[src/rtl/aes_round_sequencer_if.sv]
// Handshake and round-datapath bundle for the AES round sequencer.
// slave = sequencer side, master = environment/datapath side.
interface aes_round_sequencer_if;
  logic         in_valid;
  logic         in_ready;
  logic [127:0] in_data;
  logic [127:0] in_key;
  logic         out_valid;
  logic         out_ready;
  logic [127:0] out_data;
  logic         busy;
  logic [127:0] rnd_state;
  logic [127:0] rnd_key;
  logic [7:0]   rnd_rcon;
  logic         rnd_last;
  logic [127:0] key_next;
  logic [127:0] rnd_data;

  modport slave (
    input  in_valid, in_data, in_key,
    input  out_ready, key_next, rnd_data,
    output in_ready, out_valid, out_data,
    output busy, rnd_state, rnd_key,
    output rnd_rcon, rnd_last
  );

  modport master (
    output in_valid, in_data, in_key,
    output out_ready, key_next, rnd_data,
    input  in_ready, out_valid, out_data,
    input  busy, rnd_state, rnd_key,
    input  rnd_rcon, rnd_last
  );
endinterface

[src/rtl/aes_round_sequencer.sv]
// Iterative AES-128 round controller: one round per clock
// through an external round datapath and key-expansion step.
module aes_round_sequencer #(
  parameter int NR = 10
) (
  input logic                   CLK,
  input logic                   RST_N,
  aes_round_sequencer_if.slave  bus
);

  localparam logic [3:0] NR_W = 4'(NR);

  typedef enum logic [1:0] {
    S_IDLE,
    S_ROUND,
    S_DONE
  } st_e;

  st_e          st_q, st_d;
  logic [127:0] state_q, state_d;
  logic [127:0] key_q, key_d;
  logic [3:0]   rnd_q, rnd_d;
  logic [7:0]   rcon_q, rcon_d;
  logic         last_q, last_d;
  logic         ov_q, ov_d;

  function automatic logic [7:0] xtime(input logic [7:0] r);
    return {r[6:0], 1'b0} ^ (r[7] ? 8'h1b : 8'h00);
  endfunction

  // Next-state: load on accept, advance one round per clock.
  always_comb begin
    st_d    = st_q;
    state_d = state_q;
    key_d   = key_q;
    rnd_d   = rnd_q;
    rcon_d  = rcon_q;
    unique case (st_q)
      S_IDLE: begin
        if (bus.in_valid) begin
          state_d = bus.in_data ^ bus.in_key;
          key_d   = bus.in_key;
          rnd_d   = 4'd1;
          rcon_d  = 8'h01;
          st_d    = S_ROUND;
        end
      end
      S_ROUND: begin
        state_d = bus.rnd_data;
        key_d   = bus.key_next;
        if (rnd_q == NR_W) begin
          st_d = S_DONE;
        end else begin
          rnd_d  = rnd_q + 4'd1;
          rcon_d = xtime(rcon_q);
        end
      end
      S_DONE: begin
        if (bus.out_ready) st_d = S_IDLE;
      end
      default: st_d = S_IDLE;
    endcase
    last_d = (st_d == S_ROUND) && (rnd_d == NR_W);
    ov_d   = (st_d == S_DONE);
  end

  // State and registered status flags; async abort on reset.
  always_ff @(posedge CLK or negedge RST_N) begin
    if (!RST_N) begin
      st_q    <= S_IDLE;
      state_q <= '0;
      key_q   <= '0;
      rnd_q   <= '0;
      rcon_q  <= '0;
      last_q  <= 1'b0;
      ov_q    <= 1'b0;
    end else begin
      st_q    <= st_d;
      state_q <= state_d;
      key_q   <= key_d;
      rnd_q   <= rnd_d;
      rcon_q  <= rcon_d;
      last_q  <= last_d;
      ov_q    <= ov_d;
    end
  end

  assign bus.in_ready  = (st_q == S_IDLE);
  assign bus.busy      = (st_q != S_IDLE);
  assign bus.out_valid = ov_q;
  assign bus.out_data  = ov_q ? state_q : '0;
  assign bus.rnd_state = state_q;
  assign bus.rnd_key   = key_q;
  assign bus.rnd_rcon  = (st_q == S_ROUND) ? rcon_q : 8'h00;
  assign bus.rnd_last  = last_q;

endmodule

[src/flat_wrapper.sv]
// flat-port wrapper written by rule: the top's interface ports become plain ports
module aes_round_sequencer_flat 
#(
  parameter int NR = 10
)
  (CLK, RST_N, bus_in_valid, bus_in_data, bus_in_key, bus_out_ready, bus_key_next, bus_rnd_data, bus_in_ready, bus_out_valid, bus_out_data, bus_busy, bus_rnd_state, bus_rnd_key, bus_rnd_rcon, bus_rnd_last);
  aes_round_sequencer_if bus_i ();
  input logic CLK;
  input logic RST_N;
  input wire logic [$bits(bus_i.in_valid)-1:0] bus_in_valid;
  input wire logic [$bits(bus_i.in_data)-1:0] bus_in_data;
  input wire logic [$bits(bus_i.in_key)-1:0] bus_in_key;
  input wire logic [$bits(bus_i.out_ready)-1:0] bus_out_ready;
  input wire logic [$bits(bus_i.key_next)-1:0] bus_key_next;
  input wire logic [$bits(bus_i.rnd_data)-1:0] bus_rnd_data;
  output wire logic [$bits(bus_i.in_ready)-1:0] bus_in_ready;
  output wire logic [$bits(bus_i.out_valid)-1:0] bus_out_valid;
  output wire logic [$bits(bus_i.out_data)-1:0] bus_out_data;
  output wire logic [$bits(bus_i.busy)-1:0] bus_busy;
  output wire logic [$bits(bus_i.rnd_state)-1:0] bus_rnd_state;
  output wire logic [$bits(bus_i.rnd_key)-1:0] bus_rnd_key;
  output wire logic [$bits(bus_i.rnd_rcon)-1:0] bus_rnd_rcon;
  output wire logic [$bits(bus_i.rnd_last)-1:0] bus_rnd_last;
  assign bus_i.in_valid = bus_in_valid;
  assign bus_i.in_data = bus_in_data;
  assign bus_i.in_key = bus_in_key;
  assign bus_i.out_ready = bus_out_ready;
  assign bus_i.key_next = bus_key_next;
  assign bus_i.rnd_data = bus_rnd_data;
  assign bus_in_ready = bus_i.in_ready;
  assign bus_out_valid = bus_i.out_valid;
  assign bus_out_data = bus_i.out_data;
  assign bus_busy = bus_i.busy;
  assign bus_rnd_state = bus_i.rnd_state;
  assign bus_rnd_key = bus_i.rnd_key;
  assign bus_rnd_rcon = bus_i.rnd_rcon;
  assign bus_rnd_last = bus_i.rnd_last;
  aes_round_sequencer #(.NR(NR)) u_core (.CLK(CLK), .RST_N(RST_N), .bus(bus_i));
endmodule
[config.mk]
export PLATFORM = sky130hd
export DESIGN_NAME = aes_round_sequencer_flat
export DESIGN_NICKNAME = d
export VERILOG_FILES = /design/src/rtl/aes_round_sequencer_if.sv /design/src/rtl/aes_round_sequencer.sv /design/src/flat_wrapper.sv
export SDC_FILE = /design/constraint.sdc
export NUM_CORES = 1
export LEC_CHECK = 0
export ABC_AREA = 1
export CAP_MARGIN = 30
export CORE_AREA = 3 3 356 358
export DETAILED_ROUTE_END_ITERATION = 10
export DIE_AREA = 0 0 359 361
export PLACE_DENSITY = 0.43
export SLEW_MARGIN = 20
export SYNTH_ARGS = -nofsm -noshare
export SYNTH_HDL_FRONTEND = slang
export SYNTH_SLANG_ARGS = --single-unit
export TNS_END_PERCENT = 10
[constraint.sdc]
create_clock -name CLK -period 3.9 [get_ports CLK]
set_input_delay 0.78 -clock CLK [delete_from_list [all_inputs] [get_ports CLK]]
set_output_delay 0.78 -clock CLK [all_outputs]
set_load 0.01 [all_outputs]
==> metrics.txt, run 1 <==
status complete, no violations; M1 GR Usage between 10% and 20%; number of I/O pins a little over 900; share of layout cells above drive strength 1 roughly 8.3%; Yosys cell types 21; placed insts between 4000 and 5000; final hold violations 0; PD cells ~700 nW/um^2; Synth Area in Compound Gates between 15 and 20%; Worst VDD drop 0.5734 mV; Clk pin slew, worst setup/hold paths 0.06 ns; Die ar. approximately 130000 um^2; largest net degree at the start of global routing between 100 and 150; Post-Place Setup Slack 0.9573 ns; # nets final roughly 3400; Worst-Skew Late Latency 0.59 ns; register area share after synthesis a little under half; fin. max-slew vios 0; YS warnings 0; via count 17190; Wirelength per Cell ~22 um; IO buf count between 900 and 1000; Longest Clk Path Bufs 3; FFs w/ async S/R, synth 100.0%; top-area cell type share of the netlist area between 40% and 50%; Placer Congestion about 0.85; crit end category output pin; worst setup margin between 0.5 and 0.6 ns; xor/xnor share of the synthesized area 0%; post-synthesis net count 2510; Clock Sinks approximately 270; Post-CTS Setup Bufs 0; main combinational cell family by area after synthesis simple AND/OR/NAND/NOR gates; fillcell total 13810; Detailed Route Iter0 Violations 1040; Top Usage Layer GRT met2; Rows roughly 130; Starting Density a little under an eighth; RR Startpoint u_core.st_q[0]; Slew headroom between 20% and 30%; Hold/Removal Path Class input pin to asynchronous set/reset pin; mux cell area share after synthesis 0%; met3 Resource Use GR 4.833%; hold_buf cts 0; Final Cycle Share 84.84%; Total Wirelength between 100 and 150 mm; die height approximately 360 um; Max-Cap Viols 0; WP data required around 3.1 ns; CTS tree built; P_leak between 10 and 15 nW; Slew @ Worst Pin 1.070 ns; CTS-repair resized insts 0; Core Util, Final 21.86%; Worst Setup SP u_core.st_q[1]; Syn Std Cell Area about 15000 um^2; Post-synth EDFFs 0; root buffer cell clkbuf_16; Overflow after GRT 0; synth top area cells dfrtp_1 47%, a21oi_1 16%, nand2_1 9.8%; synthesized flop and latch total 272; crit path kind register to output pin; Setup Skew roughly 0.027 ns; Global Route Usage Sum around 15%; RSZ-0062 raised after global routing false; Crit Path Max Fanout 32; Post-Synth Simple-Gate Area about 28%; DR vias/cell between 3 and 4; met2 Resource Use GR 24.14%; synthesized instance count around 2000; Synth Area in Adders 0.1711%; initial antenna violation count 20; number of global-route vias before repair 17510; Die Wd approximately 360 um; H-tree depth 2; syn avg cell area around 7.3 um^2; crit path DAT between 2 and 3 ns; CP Launch Type register; f_max 302.2 MHz; fin crit period between 3 and 4 ns; Remaining DRCs 0; Post-Layout Cell Count 4533; final setup fails 0; area grow syn2layout 84.86%; Top FF cell, synth dfrtp_1; top cells by count, synth 454 x a21oi_1, 380 x nand2_1, 299 x nor2_1, 272 x dfrtp_1, 145 x inv_1; drt first pass iters 5; Num CTS Buffers 41; dpl hpwl 77.89 mm; Synth area leader dfrtp_1; setup_tns 0 ns; CORE AREA around 120000 um^2; Detail Route Antenna Nets 0; top-count cell post-synth a21oi_1; first-pass GRT wire length around 140 mm
==> sequential cells by signal, summed over array words and instances, names as in the netlist <==
register	cells
u_core.bus.rnd_key	128
u_core.bus.rnd_state	128
u_core.rcon_q	8
u_core.rnd_q	4
u_core.st_q	2
u_core.bus.out_valid	1
u_core.bus.rnd_last	1
==> logic make-up (layout without fill, tap and decap cells) <==
family / Yosys count / after routing
and+or+nand+nor: 943 / 943
adders and majority gates: 2 / 2
DFF: 272 / 272
other: 0 / 5
buffers and inverters: 276 / 1175
AOI/OAI and AO/OA: 499 / 499
==> power breakdown <==
group          internal [W]  switching, W
clock network       0.00229       0.00154
logic               0.00424       0.00523
registers           0.00423       0.00134
total                0.0108       0.00811
==> worst max-delay path, stage by stage, from the launching register on <==
cell and delay, ns:
dfrtp_1 0.42, inv_1 0.25, nand2_8 0.22, nor2_1 0.29
clkdlybuf4s50_1 0.74
==> cell usage in the layout (no fill, tap or decap), types with 13 or more instances in the layout <==
cell,instances
or2_2,128
buf_4,29
clkbuf_1,13
nand3_1,132
buf_12,14
dfrtp_1,270
nand2_1,380
clkdlybuf4s50_1,910
nor2_1,299
clkbuf_16,43
inv_1,145
a21oi_1,454
o22ai_1,29
==> layer usage <==
metal	wire (um)	part of all wire [%]
met5	101	0.10
met4	1561	1.6
met3	7952	7.9
met2	46550	46
met1	43980	44
==> final timing paths <==
check	to	slack, ns	depth (start not counted)
max	bus_rnd_rcon[7]	0.59	4
min	u_core.bus.rnd_key[124]	0.26	1
max reg2reg	u_core.bus.rnd_key[107]	1.25	7
min reg2reg	u_core.bus.rnd_key[111]	0.51	2
max in group asynchronous	u_core.bus.rnd_state[92]	2.70	2
min in group CLK	u_core.bus.rnd_key[111]	0.51	2
==> metrics by stage <==
| stage | hold slack (ns) | cell area (um^2) | power, W |
|---|---|---|---|
| floorplan | 0.4839 | 14620 | 0.008933 |
| global placement | 0.4973 | 25670 | 0.01533 |
| detailed placement | 0.5000 | 25670 | 0.01531 |
| CTS | 0.2372 | 27020 | 0.01935 |
| global route | 0.2789 | 27020 | 0.02008 |
| finish | 0.2605 | 27030 | 0.01888 |
==> cell type report <==
cell class | instances | area [um^2] | area share [%]
repair buffers | 954 | 9622 | 35.59
clock buffers | 67 | 1276 | 4.721
flip-flops and latches | 272 | 6814 | 25.21
clock inverters | 8 | 72.57 | 0.2685
well taps | 1637 | 2048 | 7.577
multi-input cells | 1444 | 6631 | 24.53
diodes | 5 | 12.51 | 0.04629
inverters | 146 | 555.5 | 2.055
Power figures use the tool's default switching activity.
==> run 2, diff against run 1 <==
--- a/config.mk
+++ b/config.mk
@@ -7,10 +7,10 @@
 export LEC_CHECK = 0
 export ABC_AREA = 1
 export CAP_MARGIN = 30
-export CORE_AREA = 3 3 356 358
+export CORE_AREA = 3 3 359 361
 export DETAILED_ROUTE_END_ITERATION = 10
-export DIE_AREA = 0 0 359 361
-export PLACE_DENSITY = 0.43
+export DIE_AREA = 0 0 362 364
+export PLACE_DENSITY = 0.42
 export SLEW_MARGIN = 20
 export SYNTH_ARGS = -nofsm -noshare
 export SYNTH_HDL_FRONTEND = slang
==> constraint.sdc (replaced) <==
create_clock -name CLK -period 3.1 [get_ports CLK]
set_input_delay 0.62 -clock CLK [delete_from_list [all_inputs] [get_ports CLK]]
set_output_delay 0.62 -clock CLK [all_outputs]
set_load 0.01 [all_outputs]
==> metrics.txt, run 2 (same netlist as run 1, synthesis figures left out) <==
CP Launch Type register; Die ar. 131800 um^2 (+1.7%); Wirelength per Cell 21.65 um (-2.0%); CORE AREA 125700 um^2 (+1.7%); Crit Path Max Fanout 15 (-53%); die height 364 um (+0.83%); Die Wd 362 um (+0.84%); worst setup margin 0.1546 ns (-0.4366 ns); Detail Route Antenna Nets 0 (unchanged); hold_buf cts 0 (unchanged); P_leak 11.53 nW (about the same); Worst-Skew Late Latency 0.57 ns (-0.02 ns); Rows 130 (+0.78%); CTS-repair resized insts 1 (+1); Clock Sinks 272 (unchanged); Max-Cap Viols 0 (unchanged); Global Route Usage Sum 14.24% (-0.61 points); RSZ-0062 raised after global routing false; most common cell after layout, fill and taps aside clkdlybuf4s50_1; dpl hpwl 77.13 mm (-0.98%); CTS tree built; R2R cell count 5 (-2); number of global-route vias before repair 17460 (-0.30%); H-tree depth 2 (unchanged); Detailed Route Iter0 Violations 959 (-7.8%); first-pass GRT wire length 135.7 mm (-2.9%); fin. max-slew vios 0 (unchanged); WP data required 2.48 ns (-0.64 ns); final setup fails 0 (unchanged); r2r setup slk 0.90 ns (-0.35 ns); Critical-path top delay cell clkdlybuf4s50_1; Overflow after GRT 0 (unchanged); crit path DAT 2.33 ns (-0.20 ns); status complete, no violations; final hold violations 0 (unchanged); # nets final 3377 (unchanged); number of I/O pins 912 (unchanged); fin crit period about 2.9 ns; crit-path cells inv_1 -> nand2_8 -> nor2_1 -> clkdlybuf4s50_1; Clk pin slew, worst setup/hold paths 0.06 ns (about the same); placed insts 4469 (+0.36%); crit end category output pin; Slew @ Worst Pin 0.7816 ns (-0.2888 ns); Num CTS Buffers 38 (-7.3%); f_max 339.5 MHz; Post-Place Setup Slack 0.6392 ns (-0.3180 ns); largest net degree at the start of global routing 111 (-19%); Slew headroom 47.89% (+19 points); root buffer cell clkbuf_16; commonest cells after routing, fill and taps aside 909 x clkdlybuf4s50_1, 454 x a21oi_1, 380 x nand2_1; drt first pass iters 5 (unchanged); setup_tns 0 ns (unchanged); Final Cycle Share a little over nine tenths; Placer Congestion 0.8211 (-3.3%); crit path kind register to output pin; WHS 0.03902 ns (-0.2215 ns); share of layout cells above drive strength 1 8.460% (+0.12 points); IO buf count 911 (unchanged); Worst VDD drop 0.4756 mV (-17%); Hold/Removal Path Class input pin to asynchronous set/reset pin; Max stage delay on crit path 0.63 ns (-0.11 ns); Starting Density 11.63% (-0.20 points); initial antenna violation count 16 (-20%); area grow syn2layout 85.06%; via count 16930 (-1.5%); Total Wirelength 98.26 mm (-1.9%); Post-CTS Setup Bufs 0 (unchanged); PD cells 866.2 nW/um^2 (+24%); DR vias/cell 3.732 (-1.6%); Remaining DRCs 0 (unchanged); Post-Layout Cell Count 4538 (+0.11%); Pwr Total 0.02344 W (+24%); Longest Clk Path Bufs 3 (unchanged); Setup Skew 0.01824 ns (-0.008571 ns)
-- run 2: cell count changes in the layout (fill, tap and decap cells not counted), sizes merged --
cell	delta
dlygate4sd2	+1
clkinvlp	+1
buf	+3
diode	-1
inv	-1
clkinv	+1
clkdlybuf4s50	-1
bufinv	+2
clkbuf	-13
-- run 2: critical path: cells and delay by family, from the launching register on --
family | cells | cell delay, ns
buf+inv | 2 | 0.89
flops | 1 | 0.43
simple gates | 2 | 0.44
-- run 2: cell type report --
class	count	area, um^2
Clock inverter	11	140.1
Multi-Input combinational cell	1444	6631
Antenna cell	4	10.01
Sequential cell	272	6814
Tap cell	1650	2064
Inverter	146	555.5
Fill cell	14090	98670
Clock buffer	54	1152
Timing Repair Buffer	957	9693
-- run 2: stage by stage --
stage                     instance area [um^2]  utilization [%]
after floorplan                          14620                -
after global placement                   25760            20.49
after detailed placement                 25760            20.49
after CTS                                27050            21.51
after global routing                     27050            21.52
final                                    27060            21.52
-- run 2: path summary, 6_finish.rpt --
| path | to | start |
|---|---|---|
| max in group asynchronous | u_core.bus.rnd_state[93] | RST_N |
| hold reg to reg | u_core.bus.rnd_key[108] | u_core.bus.rnd_key[108] |
| min in group CLK | u_core.bus.rnd_key[108] | u_core.bus.rnd_key[108] |
| setup / recovery | bus_rnd_rcon[7] | u_core.st_q[1] |
| hold / removal | u_core.bus.rnd_key[126] | RST_N |
| setup reg to reg | u_core.bus.rnd_state[41] | u_core.st_q[0] |
-- run 2: per-layer routing --
layer	vias up	wire length [um]	global-route usage (%)
li1	8183	-	-
met1	8108	43350	18.47
met2	578	46410	23.75
met3	61	7069	4.077
met4	4	1393	2.399
met5	-	27	0
-- run 2: report_power, final --
group | switching, W | leakage (nW) | internal, W
registers | 0.00166 | 3.18 | 0.00532
clock network | 0.00188 | 0.641 | 0.00283
logic | 0.00639 | 7.71 | 0.00536
